$ cat src/rtl/cdc_pkg.sv
// cdc_pkg: shared state type and defaults for the four-phase handshake source
package cdc_pkg;
  typedef enum logic [1:0] {IDLE, REQ_HI, WAIT_LO} cdc_hs_state_e;
  localparam int CDC_HS_TIMEOUT_DEF = 1024;
endpackage

$ cat src/rtl/cdc_sync_2ff.sv
// cdc_sync_2ff: two-flop level synchroniser with asynchronous active-low clear
module cdc_sync_2ff (
  input  logic clock,
  input  logic arst_n,
  input  logic din,
  output logic dout
);
  logic meta;
  always_ff @(posedge clock or negedge arst_n)
    if (!arst_n) {dout, meta} <= 2'b00;
    else {dout, meta} <= {meta, din};
endmodule

$ cat src/rtl/cdc_hs_src.sv
// cdc_hs_src: four-phase req/ack source side; CDC_HS_TIMEOUT_EN adds a per-phase watchdog
module cdc_hs_src
  import cdc_pkg::*;
#(
  parameter int DATA_W      = 8,
  parameter int TIMEOUT_CYC = CDC_HS_TIMEOUT_DEF
) (
  input  logic              clock,
  input  logic              arst,
  input  logic              src_valid,
  input  logic [DATA_W-1:0] src_data,
  output logic              src_ready,
  output logic              req_o,
  output logic [DATA_W-1:0] data_o,
  input  logic              ack_i,
  output logic              done_o,
  output logic              err_o
);
  cdc_hs_state_e state;
  logic ack_s;
  cdc_sync_2ff u_ack_sync (
    .clock (clock),
    .arst_n(~arst),
    .din   (ack_i),
    .dout  (ack_s)
  );
  assign src_ready = state == IDLE && !ack_s;
`ifdef CDC_HS_TIMEOUT_EN
  localparam int CW = $clog2(TIMEOUT_CYC);
  logic [CW-1:0] cnt;
  logic tmo;
  assign tmo = state != IDLE && cnt == CW'(TIMEOUT_CYC - 1);
`else
  assign err_o = 1'b0;
`endif
  always_ff @(posedge clock or posedge arst)
    if (arst) begin
      state  <= IDLE;
      req_o  <= 1'b0;
      data_o <= '0;
      done_o <= 1'b0;
`ifdef CDC_HS_TIMEOUT_EN
      err_o  <= 1'b0;
      cnt    <= '0;
`endif
    end else begin
      done_o <= 1'b0;
`ifdef CDC_HS_TIMEOUT_EN
      err_o  <= 1'b0;
      cnt    <= (state == IDLE) ? '0 : cnt + 1'b1;
      if (tmo) begin
        state <= IDLE;
        req_o <= 1'b0;
        err_o <= 1'b1;
        cnt   <= '0;
      end else
`endif
      case (state)
        IDLE:
          if (src_valid && src_ready) begin
            data_o <= src_data;
            req_o  <= 1'b1;
            state  <= REQ_HI;
          end
        REQ_HI:
          if (ack_s) begin
            req_o <= 1'b0;
            state <= WAIT_LO;
`ifdef CDC_HS_TIMEOUT_EN
            cnt   <= '0;
`endif
          end
        WAIT_LO:
          if (!ack_s) begin
            state  <= IDLE;
            done_o <= 1'b1;
          end
        default: state <= IDLE;
      endcase
    end
endmodule

$ cat config.mk
export PLATFORM = sky130hd
export DESIGN_NAME = cdc_hs_src
export DESIGN_NICKNAME = d
export VERILOG_FILES = /design/src/rtl/cdc_pkg.sv /design/src/rtl/cdc_sync_2ff.sv /design/src/rtl/cdc_hs_src.sv
export SDC_FILE = /design/constraint.sdc
export NUM_CORES = 1
export LEC_CHECK = 0
export CAP_MARGIN = 25
export CELL_PAD_IN_SITES_DETAIL_PLACEMENT = 0
export CELL_PAD_IN_SITES_GLOBAL_PLACEMENT = 2
export CORE_AREA = 2 2 57 46
export CTS_CLUSTER_SIZE = 28
export DETAILED_ROUTE_END_ITERATION = 16
export DIE_AREA = 0 0 59 48
export GPL_ROUTABILITY_DRIVEN = 0
export PLACE_DENSITY = 0.81
export SETUP_SLACK_MARGIN = 0.2
export SLEW_MARGIN = 20
export SYNTH_ARGS = -nofsm -noshare
export SYNTH_HDL_FRONTEND = slang
export SYNTH_SLANG_ARGS = --single-unit
$ cat constraint.sdc
create_clock -name clock -period 2 [get_ports clock]
set_clock_uncertainty 0.05 [all_clocks]
set_input_delay 0.5 -clock clock [delete_from_list [all_inputs] [get_ports clock]]
set_output_delay 0.5 -clock clock [all_outputs]
set_load 0.03 [all_outputs]
==> Word-level counts from Yosys, hierarchy flattened <==
Index checks and enable logic that the tools add are counted.
{ "totals": {"in_bits": 12, "wordCells": 28, "ff_bits": 14} }
{ "classes": {"mux": 9, "eq_ne": 5, "n_reduce_logical": 8} }
{ "op_table": {"columns": ["operator", "count"], "rows": [
  ["2-bit two-way mux", 3],
  ["2-bit one-hot mux with 3 select lines", 1],
  ["3-bit AND reduction", 2],
  ["1-bit two-way mux", 4],
  ["2-bit by 1-bit inequality test with 1-bit output, second input constant", 2],
  ["2-bit by 1-bit equality test with 1-bit output, second input constant", 1],
  ["2-bit equality test, second input constant", 1],
  ["1-bit logical AND", 2],
  ["2-bit zero test", 1],
  ["2-bit inequality test, second input constant", 1],
  ["1-bit one-hot mux with 2 select lines", 1],
  ["2-bit AND reduction", 1],
  ["2-bit nonzero test", 1],
  ["1-bit zero test", 1]
]} }

==> Depth between registers and ports, before layout <==
Gate-level depths: netlist of the first run.
{ "depth": {"ltp_word": 5, "ltp_mapped": 2, "depth_no_buf": 2} }

==> Hierarchy <==
A second synthesis of the first run with hierarchy kept.
{ "hier_totals": {"cells_unflattened": 35, "hier_area_um2": 536.8} }
{ "by_module_without_submodules": {"columns": ["mod", "instances", "seq_area_each_um2", "cells_per_inst", "area_each_um2"], "rows": [
  ["cdc_hs_src", 1, 300.3, 33, 486.7],
  ["cdc_sync_2ff", 1, 50.0, 2, 50.0]
]} }

==> Worst setup path before layout of the first run <==
Ideal clock, no wire load.
{ "synth_timing": {"kind": "register -> output", "start": "register state[1]", "end": "output src_ready", "path_slack_ps": 298, "arrival_time_ps": 1152, "path_stages_with_launch": 2, "path_buffers": 0, "cell_sequence": "dfrtp_1 -> nor3_1"} }
{ "synth_via": {"elab_chain_cells": 2} }
{ "synth_lines": {"columns": ["element", "line", "source"], "rows": [
  ["start, declared", "cdc_hs_src.sv:19", "cdc_hs_state_e state;"],
  ["start signal, assigned", "cdc_hs_src.sv:38", "state <= IDLE;"],
  ["start signal, assigned", "cdc_hs_src.sv:63", "state <= REQ_HI;"],
  ["start signal, assigned", "cdc_hs_src.sv:68", "state <= WAIT_LO;"],
  ["2-bit zero test", "cdc_hs_src.sv:27", "assign src_ready = state == IDLE && !ack_s;"],
  ["1-bit logical AND", "cdc_hs_src.sv:27", null],
  ["end, declared", "cdc_hs_src.sv:12", "output logic src_ready,"]
]} }
Every way passes these cells.

==> Worst setup path after layout of the first run <==
Ends and elaborated chain as after synthesis.

==> impl.org, run 1 <==
** Run status
- Outcome :: completed

** Power
- Leakage power summed over all cells :: 0.000379 uW
- Design internal power :: 582 uW
- In this run the power density over the cells is 1060 nW/um^2.
- Net switching power :: 295 uW
- Net switching fraction of the power :: 33.6%
- VDD sags by at most 474 uV.
- Per report_power, the combinational group accounts for 34.9% of the total.
- Share of power burned in the clock network :: 23.0%
- Registers are responsible for 42.1% of the overall power.

** Route
- Post-detailed-routing wire length :: 1020 um
- The detailed router placed 368 vias in this run.
- DRC marker count from the first detailed-route iteration :: 6
- Average via count per standard cell :: 4.13
- The detail route stage leaves a number of antenna-violating nets equal to 0.
- After detailed routing, the number of remaining DRC violations is 0.
- Average detailed-routed wire length per instance :: 11.5 um
- TritonRoute pass-1 iters :: 3

** Worst setup path
- Worst Setup Start Kind :: flop
- In this run the worst path has a maximum fanout of 2.
- Across all register-to-register paths, the minimum setup slack is 0.49 ns.
- The worst register-to-register path ends at data_o[1]$_DFFE_PP0P_.
- Data required, critical path :: 1.45 ns
- Type of destination of the critical path :: output pin
- For the worst setup path, the data arrival time is 1.07 ns.
- Worst Reg-to-Reg Cells :: 4
- In this run the critical register-to-register path is launched from state[1]$_DFFE_PP0P_.
- The critical path in this run is classified as flop to output pin.

** Floorplan
- The initial utilization of the core area, before any placement, comes to 24.2%.
- Horizontal extent of the die :: 59 um
- Num rows :: 15
- Die outline area :: 2830 sq um
- In this run the count of I/O pins placed on the die edge is 24.
- Measured along the y axis, the die boundary spans 48 um.
- The region available for standard cell placement spans 2210 sq um.

** Synthesis
- Total number of yosys warnings :: 0
- The share of synthesized area in the top cell type comes to 65.3%.
- Proportion of synthesized chip area in sequential cells :: 65.3%
- Synthesized Nets :: 47
- After synthesis, the cell types taking the most area are sky130_fd_sc_hd__dfrtp_1 65%, sky130_fd_sc_hd__mux2_2 17%, sky130_fd_sc_hd__nor4b_4 4.4%.
- A synthesized cell averages 15.3 sq um.
- Synthesis produced 35 cells.
- Flip-flop and latch count after synthesis :: 14
- Synth area leader :: sky130_fd_sc_hd__dfrtp_1
- Post-Syn Area :: 537 sq um
- Count of cell types in the netlist :: 14

** Global route
- Wire length of the first global-routing pass :: 1650 um
- The number of global-route vias before repair is 365.
- Maximum number of pins on one net before global-route repair :: 15
- Global routing consumed, on the met3 layer, 5.95% of the routing resources.
- met2 is the most crowded layer.
- Antenna violations before repair :: 0
- Global routing consumed, on the met1 layer, 10.4% of the routing resources.
- Overall Global Routing Usage :: 8.34%
- Global routing finished with a remaining overflow of 0.
- In the global route stage, met2 resource usage came out at 12.0%.

** Timing
- Summed over all failing endpoints, the final setup total negative slack is 0 ns.
- Setup violations remaining at the end of the flow were counted as 0.
- Relative max-transition margin :: 65.9%
- FMAX :: 0.616 GHz
- Final Critical Period :: 1.62 ns
- The count of endpoints failing hold in the final timing report came to 0.
- In the finished design, the share of the clock period the worst path needs comes to 81.1%.
- Setup repair after global routing left no endpoint under its margin.
- Number of pins exceeding their max-slew limit in the final report :: 0
- At the pin with the least slew margin, the transition time is 0.512 ns.
- Setup slack after layout :: 0.377 ns

** Placed design
- # port buffers :: 22
- Placement Cell Area :: 811 sq um
- After legalization and detailed placement, the total HPWL measured 754 um.
- Dpl cells :: 85
- At the placement stage, the worst setup path has a slack of 0.0842 ns.

** Layout
- Fraction of layout cells with a size suffix above 1 :: 28.1%
- Most common cell after layout, fill and taps aside :: sky130_fd_sc_hd__dfrtp_1
- Area added between synthesis and finish :: 54.5%
- The top cell types in the final layout, fill and taps aside, are 14 x sky130_fd_sc_hd__dfrtp_1, 11 x sky130_fd_sc_hd__clkdlybuf4s50_1, 10 x sky130_fd_sc_hd__dlygate4sd2_1, 8 x sky130_fd_sc_hd__mux2_2, 4 x sky130_fd_sc_hd__buf_4.
- Final instance area :: 830 sq um
- 0 antenna diodes ended up in the layout.
- For this run, the post-layout net count is 77.
- Number of inserted filler cells in the final layout :: 218
- Non-filler cells in the finished layout :: 89

** Clock tree
- Buffers added to address setup during post-CTS repair amount to 0.
- Buffers from clock root to sink, at most :: 2
- Clock tree from TritonCTS :: yes
- Total clock buffers created by CTS :: 3
- H-tree level count :: 1
- Clock-pin slew was measured on the worst setup and hold paths at 0.08 ns.
- CTS Root Buffer Type :: sky130_fd_sc_hd__clkbuf_4
- The later pin in the worst-skew pair is clocked with a latency of 0.28 ns.
- Hold buffers post-CTS :: 0
- CTS sink count :: 14

** Flow run
- Max-capacitance violation count :: 0

** Worst hold path
- Critical hold path startpoint :: u_ack_sync.meta$_DFF_PP0_
- Class of the worst hold path :: flop to flop
- Endpoint of the worst hold path :: u_ack_sync.dout$_DFF_PP0_
- Depth of the worst hold-timing path :: 0
[metal layers]
layer	part of all wire (%)	up-vias
met4	0	0
met5	0	-
met2	48	18
li1	-	174
met3	9.5	0
met1	43	176
[flip-flops by register name (all words and copies together), names as in the netlist]
register,flops
done_o,1
state,2
data_o,8
req_o,1
u_ack_sync.meta,1
u_ack_sync.dout,1
[cell type report]
cell class,count,area [sq um],share of cell area [%]
multi-input cells,19,175,21.1
well taps,25,31.3,3.77
clock buffers,4,36.3,4.37
repair buffers,26,233,28.1
inverters,1,3.75,0.452
flip-flops and latches,14,350,42.2
[stage by stage]
| step | total power (uW) | hold WS [ns] | util (%) |
|---|---|---|---|
| after floorplan | 568 | 0.281 | - |
| after global placement | 724 | 0.281 | 36.6 |
| after detailed placement | 726 | 0.286 | 36.6 |
| after CTS | 892 | 0.306 | 37.6 |
| after global routing | 927 | 0.313 | 37.5 |
| final | 877 | 0.301 | 37.5 |
[worst max-delay path, stage by stage (launching register included)]
cell	delay [ns]
sky130_fd_sc_hd__dfrtp_1	0.39
sky130_fd_sc_hd__nor3_1	0.18
sky130_fd_sc_hd__clkbuf_2	0.23
[power groups by stage]
stage | Sequential, uW | Clock, uW | Combinational [uW]
final | 369 | 201 | 306
after detailed placement | 376 | 0 | 349
after floorplan | 487 | 0 | 80.9
after global placement | 377 | 0 | 347
after global routing | 379 | 221 | 328
after CTS | 370 | 211 | 311
[cell families after synthesis]
logic type                share of synthesized area (%)
DFF                                                65.3
xor gates and xnor gates                           1.63
muxes                                              16.8
and+or+nand+nor                                    11.9
buffers and inverters                              2.10
other                                             0.699
AOI/OAI and AO/OA                                  1.63
[what timing repair did]
action,4_1_cts,5_1_grt
resized for setup,11,3
cloned,0,0
setup endpoints to repair,11,1
[how the worst max path moves through the flow]
stage	to	start	cells after the start	slack, ns
3_3_place_gp	data_o[5]$_DFFE_PP0P_	src_valid	4	0.11
6_report	src_ready	state[1]$_DFFE_PP0P_	2	0.38
2_1_floorplan	src_ready	state[1]$_DFFE_PP0P_	1	0.30
3_5_place_dp	data_o[1]$_DFFE_PP0P_	src_valid	4	0.08
4_1_cts	src_ready	state[1]$_DFFE_PP0P_	2	0.17
5_1_grt	src_ready	state[1]$_DFFE_PP0P_	2	0.30
[synthesized netlist by cell type (all sizes together)]
master	n
dfrtp	14
nor3	2
buf	1
mux2	8
a211o	1
nor3b	1
xor2	1
and2	1
conb	1
nand2b	1
nor4b	1
inv	1
nor2	1
nor2b	1
Power figures use the tool's default switching activity.
==> run 2, diff against run 1 <==
Settings changed: CORE_AREA 2 2 57 46 to 2 2 61 48, DIE_AREA 0 0 59 48 to 0 0 63 50, PLACE_DENSITY 0.81 to 0.77.
Clock period 2 ns to 1.45 ns, I/O delays scaled along.
==> run 2 against run 1 <==
The flow now finishes with violations (negative setup slack). Sequential power rose by 43%. Worst setup slack got worse by 0.48 ns. Design area rose by 22%. Cell count rose by 26%. Clock-buffer cell count did not move. Die area rose by 11%. Critical path type unchanged. Highest routed layer unchanged.
==> impl.org, run 2 (synthesized netlist as in run 1, its figures left out) <==
** Global route
- Entering global routing, the biggest net connects 15 pins.
- Leftover overflow at the end of global routing :: 0
- The number of antenna violations at the first check in global routing was 0.
- Overall Global Routing Usage :: 8.41%
- Number of global-route vias before repair :: 461
- Wire length of the first global-routing pass :: 2050 um

** Layout
- Most used cells in the layout excluding fill and tap cells :: 14 x sky130_fd_sc_hd__buf_4, 13 x sky130_fd_sc_hd__buf_6, 12 x sky130_fd_sc_hd__dfrtp_1, 11 x sky130_fd_sc_hd__clkdlybuf4s50_1, 8 x sky130_fd_sc_hd__mux2_4
- Leaving out fill and tap cells, the most frequent cell in the layout is sky130_fd_sc_hd__buf_4.
- Layout Utilization :: 39.7%
- The largest registers in the layout are data_o (8), state (2).
- Net count of the finished layout :: 89
- The post-route netlist has 56.6% of its cells at a drive strength greater than 1.
- From synthesis to final layout, the design area changed by 88.1%.
- More flip-flops sit in one register than any other, and that register is data_o.
- Inserted Diodes :: 0
- Once layout is done, the placed cells without fillers occupy 1010 sq um.
- The register with the most flip-flops in the layout has 8 of them.

** Floorplan
- Initial core utilization :: 21.1%
- Die Span Y :: 50 um
- The total area inside the core boundary comes to 2540 sq um.
- Horizontal extent of the die :: 63 um
- I/O pin cnt :: 24
- The die covers 3150 sq um.
- Row generation in the floorplan step produced 16 rows.

** Clock tree
- Total clock buffers created by CTS :: 3
- The later pin in the worst-skew pair is clocked with a latency of 0.27 ns.
- The longest clock path from root to sink contains 2 buffers.
- Clock tree from TritonCTS :: yes
- Clock tree synthesis selected as its root buffer the cell sky130_fd_sc_hd__clkbuf_4.
- CTS built an H-tree with a depth of 1.
- Clock transition time at the flip-flop clock pins of the worst setup and hold paths :: 0.08 ns
- For this design, the sink count on the clock tree is 14.

** Worst setup path
- STA puts the critical path data arrival time at 1.14 ns.
- Largest driver fanout on the critical path :: 2
- Type of destination of the critical path :: output pin
- STA puts the critical path data required time at 1.04 ns.
- Cells traversed along the worst timing path :: buf_6, nor3_2, buf_4
- Highest-delay cell along the critical path :: sky130_fd_sc_hd__dfrtp_2
- The largest single stage delay on the critical path is 0.41 ns.
- STA classifies the critical path startpoint as a flop.
- The setup path with the least slack is of type flop to output pin.
- Reg2Reg Setup Slack :: -0.05 ns

** Timing
- Setup slack after layout :: -0.100 ns
- The count of endpoints failing hold in the final timing report was 0.
- Final setup violating endpoints :: 9
- FMAX :: 0.645 GHz
- After routing, the total negative slack on setup checks comes to -0.445 ns.
- In the finished design, the share of the clock period the worst path needs comes to 107%.
- Number of pins exceeding their max-slew limit in the final report :: 0
- RSZ-0062 raised after global routing :: yes
- Hold_ws :: 0.305 ns
- Final Critical Period :: 1.55 ns

** Route
- The detail route stage leaves a number of antenna-violating nets equal to 0.
- TritonRoute pass-1 iters :: 2
- After detailed routing, the total wire length is 1130 um.
- DRC marker count from the first detailed-route iteration :: 6
- Summing over every cut layer, the via total after detailed routing is 406.
- Remaining DRCs :: 0
- In the final routed layout, each cell accounts on average for 10.0 um.
- In the routed layout, each cell is associated on average with a via count of 3.63.

** Placed design
- Placement Cell Area :: 842 sq um
- # port buffers :: 22
- At the placement stage, the worst setup path has a slack of -0.341 ns.

** Power
- In this run the power density over the cells is 1410 nW/um^2.
- Leakage power summed over all cells :: 0.000474 uW
- Peak supply drop :: 788 uV

** Worst hold path
- Class of the worst hold path :: flop to flop

** Run status
- Violations in the final reports :: negative setup slack
- The flow ran to the end, but the final reports show violations.

** Flow run
- Max-cap violations in this run came to 0.
run 2: changes by cell type in the layout (fill, tap and decap cells not counted), sizes merged:
cell         change
clkbuf           -1
buf             +23
dlygate4sd2     -10
run 2: where the power goes:
| part | switching (uW) | total, uW | leakage, uW | internal (uW) |
|---|---|---|---|---|
| combinational | 268 | 621 | 0.000288 | 353 |
| clock | 121 | 274 | 0.0000210 | 152 |
| sequential | 54.4 | 527 | 0.000164 | 472 |
| total | 443 | 1420 | 0.000474 | 978 |
run 2: layer usage:
layer,part of all wire (%),up-vias,track usage [%]
met5,0,-,0
met4,0,0,0
met3,6.7,0,5.25
met2,48,16,13.3
met1,45,190,10.3
li1,-,200,-
run 2: worst max-delay path: cells and delay by family (launching register included):
kind / cells / cell delay, ns
buf+inv: 2 / 0.30
simple gates: 1 / 0.16
flops: 1 / 0.41
run 2: layout make-up:
| type | instances | area, sq um |
|---|---|---|
| Clock buffer | 4 | 36.3 |
| Fill cell | 260 | 1530 |
| Inverter | 1 | 3.75 |
| Multi-Input combinational cell | 19 | 210 |
| Sequential cell | 14 | 353 |
| Tap cell | 36 | 45.0 |
| Timing Repair Buffer | 38 | 362 |
run 2: path summary, 6_finish.rpt:
kind	start	end	cells after the start
max	u_ack_sync.dout$_DFF_PP0_	src_ready	3
min	u_ack_sync.meta$_DFF_PP0_	u_ack_sync.dout$_DFF_PP0_	0
max reg2reg	u_ack_sync.dout$_DFF_PP0_	data_o[5]$_DFFE_PP0P_	4
min reg2reg	u_ack_sync.meta$_DFF_PP0_	u_ack_sync.dout$_DFF_PP0_	0
max in group asynchronous	arst	state[0]$_DFFE_PP0P_	3
min in group asynchronous	arst	u_ack_sync.meta$_DFF_PP0_	3
run 2: what timing repair did:
item / CTS / global route
gates resized for setup: 70 / 6
pin swaps: 2 / 1
endpoints found under the setup margin: 19 / 20
setup buffers: 5 / 5
hold buffers: 0 / 0
run 2: metrics by stage:
step,power (uW),instances
final,1420,112
after floorplan,787,35
after global routing,1500,112
after CTS,1370,107
after global placement,1000,98
after detailed placement,1000,98
==> run 3, diff against run 2 <==
Settings changed: ABC_CLOCK_PERIOD_IN_PS from default to 1450, CTS_CLUSTER_SIZE 28 to default.
==> results of run 3 <==
Final layout, timing and power as in run 2 (identical DEF).
==> patch 1, RTL diff (config.mk and constraints of run 3) <==
Change the parameter `DATA_W` from 8 to 12.
--- a/src/rtl/cdc_hs_src.sv
+++ b/src/rtl/cdc_hs_src.sv
@@ -2,7 +2,7 @@
 module cdc_hs_src
   import cdc_pkg::*;
 #(
-  parameter int DATA_W      = 8,
+  parameter int DATA_W      = 12,
   parameter int TIMEOUT_CYC = CDC_HS_TIMEOUT_DEF
 ) (
   input  logic              clock,
Ports: changed (resized data_o and src_data); port bits go from 24 to 32. The function was not compared with the original's and may differ.
==> patch 1 against run 3 <==
The run still ends with setup timing left. Worst setup slack got worse by 0.060 ns. Total power rose by 28%. Sequential share of layout area rose by 0.87 points. Wire length rose by 37%. Fmax fell by 3.7%. Sequential cell count rose by 4. Register-to-register slack got worse by 0.08 ns. Utilization rose by 9.9 points. Synthesized area rose by 30%. Cell area rose by 25%. Critical path type unchanged.
==> patch 1: results (changes against run 3) <==
metric	value	unit	change
gr usage total	10.17	%	+1.8 points
1st-iter DRT viols	23		+17
final setup fails	13		+4
placed instance area	1074	um^2	+27%
Clock Latency Late Sink	0.30	ns	+0.03 ns
WL per Instance	12.00	um	+19%
largest net degree at the start of global routing	19		+4
Nets	109		+22%
Pleak	0.5847	nW	+23%
worst reg2reg setup slack	-0.13	ns	-0.08 ns
commonest cells in the netlist	dfrtp_1 (18), mux2_2 (12), nor3_1 (2)		
vias per cell	4.094		+13%
1st-pass router iterations	3		+1
failing checks	setup timing		
Worst R2R Start	u_ack_sync.dout$_DFF_PP0_		
post-synth cell types	15		+1
fin worst setup slack	-0.1600	ns	-0.05999 ns
CTS buffer count	3		unchanged
vias in the first global route	517		+12%
Worst VDD drop	0.4756	mV	-40%
Post-Syn Nets	60		+28%
P&R area growth vs syn	81.30	%	
top cells by area, synth	dfrtp_1 (65%), mux2_2 (19%), nor4b_4 (3.4%), buf_6 (1.6%), nor3_1 (1.4%)		
Startpoint Class	register		
largest registers	data_o x12, state x2		
layout cells sized above 1	54.35	%	-2.2 points
IO buf count	30		+36%
Mapped Cells	44		+26%
CTS Buffer Depth	2		unchanged
first-pass GRT wire length	2387	um	+16%
post-synthesis sequential area ratio	64.75	%	-0.52 points
Total Wirelength	1536	um	+37%
Fin Hold WS	0.2900	ns	-0.01484 ns
critical path data arrival time	1.20	ns	+0.06 ns
Layout fillers	230		-12%
R2R Path End	data_o[9]$_DFFE_PP0P_		
top_reg_cell synth	dfrtp_1		
Synth async-reset ratio	100.0	%	unchanged
Reg clk slew, reported paths	0.11	ns	+0.03 ns
Setup TNS	-1.279	ns	-0.8341 ns
status	finished, violations left		
initial antenna violation count	0		unchanged
==> patch 1: changes by cell type after synthesis, sizes merged <==
cell / before / now
and2b: 0 / 1
mux2: 8 / 12
dfrtp: 14 / 18
buf: 1 / 2
nor2b: 1 / 0
==> patch 1: final cells by class <==
| cell class | count | area [um^2] | area share, % |
|---|---|---|---|
| Timing Repair Buffer | 46 | 462.9 | 36.71 |
| Sequential cell | 18 | 451.7 | 35.81 |
| Multi-Input combinational cell | 23 | 271.5 | 21.53 |
| Tap cell | 36 | 45.04 | 3.571 |
| Clock buffer | 4 | 26.28 | 2.083 |
| Inverter | 1 | 3.754 | 0.2976 |
==> patch 1: repair_timing <==
item | 4_1_cts | 5_1_grt
endpoints found under the setup margin | 27 | 28
buffers inserted | 4 | 7
gates resized for setup | 104 | 3
pin swaps | 1 | 0
==> patch 1: logic make-up after synthesis <==
logic type	after synthesis	share of synthesized area, %
flops	18	64.75
buf+inv	3	3.237
simple gates	8	9.533
other cells	1	0.5391
compound gates	1	1.259
xor+xnor	1	1.259
mux	12	19.42
==> patch 1: routing by layer <==
layer  GRT usage (%)  vias to the layer above  part of all wire, %
li1                -                      248                    -
met1           12.61                      257                   41
met2           15.43                       17                   51
met3           5.708                        2                  7.6
met4           2.222                        0                 0.13
met5               0                        -                    0
==> patch 1: worst min-delay path by stage <==
stage | from | end | cells past startpoint
2_1_floorplan | arst | data_o[0]$_DFFE_PP0P_ | 1
3_3_place_gp | u_ack_sync.meta$_DFF_PP0_ | u_ack_sync.dout$_DFF_PP0_ | 0
3_5_place_dp | u_ack_sync.meta$_DFF_PP0_ | u_ack_sync.dout$_DFF_PP0_ | 0
4_1_cts | u_ack_sync.meta$_DFF_PP0_ | u_ack_sync.dout$_DFF_PP0_ | 0
5_1_grt | u_ack_sync.meta$_DFF_PP0_ | u_ack_sync.dout$_DFF_PP0_ | 0
6_report | u_ack_sync.meta$_DFF_PP0_ | u_ack_sync.dout$_DFF_PP0_ | 0
==> patch 1: worst max-delay path, cell delays in order (launching register included) <==
cell     delay [ns]
dfrtp_2        0.44
buf_6          0.13
nor3_4         0.18
buf_6          0.15
==> patch 1: where the power goes <==
group	internal, mW	total [mW]	switching (mW)
clock network	0.107	0.258	0.151
registers	0.616	0.698	0.0825
logic	0.485	0.859	0.374
total	1.21	1.81	0.607
==> patch 1: through the flow <==
step | util, % | worst slack (ns)
after floorplan | - | -0.02806
after global placement | 42.22 | -0.3146
after detailed placement | 42.22 | -0.3456
after CTS | 47.00 | -0.1621
after global routing | 49.61 | -0.2247
final | 49.61 | -0.1600
==> patch 2, RTL diff (config.mk and constraints of run 3) <==
Without the edit above. Re-encode `cdc_hs_state_e` (3 states) as one-hot, 3 bits wide.
--- a/src/rtl/cdc_pkg.sv
+++ b/src/rtl/cdc_pkg.sv
@@ -1,6 +1,6 @@
 // cdc_pkg: shared state type and defaults for the four-phase handshake source
 package cdc_pkg;
-  typedef enum logic [1:0] {IDLE, REQ_HI, WAIT_LO} cdc_hs_state_e;
+  typedef enum logic [2:0] {IDLE = 3'b001, REQ_HI = 3'b010, WAIT_LO = 3'b100} cdc_hs_state_e;
   localparam int CDC_HS_TIMEOUT_DEF = 1024;
 endpackage
 
Behaviour: no difference found for any inputs over 10 cycles, from zero or initial values and one cycle with arst high; not proved beyond that.
==> patch 2 against run 3 <==
The run still ends with setup timing left. Worst setup slack got worse by 0.049 ns. Count of clock-buffer cells in the layout unchanged. Wire length increased by 18%. Global-route usage increased by 1.3 points. Sequential cell count increased by 1. Synthesized area increased by 17%. First-iteration DRC count decreased by 50%. Cell area increased by 5.2%. Total power decreased by 12%. Critical endpoint unchanged.
==> patch 2: results (changes against run 3) <==
metric	value	unit	change
1st-iter DRT viols	3		-3
fin worst setup slack	-0.1493	ns	-0.04928 ns
worst reg2reg setup slack	-0.11	ns	-0.06 ns
commonest cells in the netlist	dfrtp_1 (14), mux2_2 (8), buf_4 (3), nand2_1 (3), nor4b_1 (3)		
vias per cell	4.153		+15%
largest registers	data_o x8, state x3		
first-pass GRT wire length	2283	um	+11%
Setup WS pre-CTS	-0.3483	ns	-0.007157 ns
Total Wirelength	1329	um	+18%
largest net degree at the start of global routing	16		+1
post-synth cell types	19		+5
mux cell area share after synthesis	14.31	%	-2.5 points
status	finished, violations left		
Post-Syn Nets	59		+26%
Compound-Gate Fraction of Synth Area	4.771	%	+3.1 points
Nets	95		+6.7%
r2r worst-path depth	5		+1
initial antenna violation count	0		unchanged
final setup fails	10		+1
Synth Area in XOR/XNOR	1.392	%	-0.24 points
fin cells	118		+5.4%
failing checks	setup timing		
vias in the first global route	513		+11%
Pleak	0.4574	nW	-3.5%
R2R Path End	data_o[1]$_DFFE_PP0P_		
placed instance area	948.4	um^2	+13%
critical path data arrival time	1.19	ns	+0.05 ns
Mapped Avg Cell Area	13.39	um^2	-13%
Inst Count DP	110		+12%
Worst R2R Start	state[0]$_DFFE_PP1P_		
1st-pass router iterations	3		+1
top cells by area, synth	dfrtp_1 (56%), mux2_2 (14%), dfstp_2 (4.2%), nor4b_1 (4.2%), buf_4 (3.6%)		
-- patch 2: metal layers --
metal | up-vias | global-route usage, % | wire, um
met4 | 0 | 4.444 | 21
met3 | 2 | 5.023 | 110
li1 | 233 | - | -
met1 | 236 | 10.68 | 580
met5 | - | 0 | 0
met2 | 19 | 15.60 | 617
-- patch 2: what timing repair did --
item,in CTS,in global routing
buffers inserted,3,1
endpoints found under the setup margin,20,22
pin swaps,4,2
resized for setup,60,8
-- patch 2: final cells by class --
type                    count  area (um^2)
well taps                  36        45.04
clock buffers               4        26.28
inverters                   2        7.507
repair buffers             35        335.3
fillers                   250         1480
flip-flops and latches     15        379.1
multi-input cells          26        269.0
-- patch 2: how the worst max path moves through the flow --
stage and endpoint:
6_report src_ready, 2_1_floorplan data_o[1]$_DFFE_PP0P_, 3_3_place_gp data_o[1]$_DFFE_PP0P_, 4_1_cts src_ready
5_1_grt src_ready, 3_5_place_dp data_o[1]$_DFFE_PP0P_
-- patch 2: per-stage QoR --
stage          setup TNS (ns)  util (%)
2_1_floorplan         -0.6452         -
3_3_place_gp           -2.774     37.30
4_1_cts                -1.020     40.31
6_report              -0.9523     41.78
3_5_place_dp           -3.007     37.30
5_1_grt                -1.804     41.78
-- patch 2: power breakdown --
group / leakage, nW / switching (mW) / internal, mW
logic: 0.267 / 0.227 / 0.254
clock network: 0.0150 / 0.123 / 0.106
registers: 0.175 / 0.0496 / 0.489
-- patch 2: cell families (layout without fill, tap and decap cells) --
kind of cell | Yosys count | after routing
AOI/OAI and AO/OA | 5 | 5
buffers and inverters | 6 | 41
muxes | 8 | 8
other | 1 | 1
and+or+nand+nor | 11 | 11
DFF | 15 | 15
xor gates and xnor gates | 1 | 1
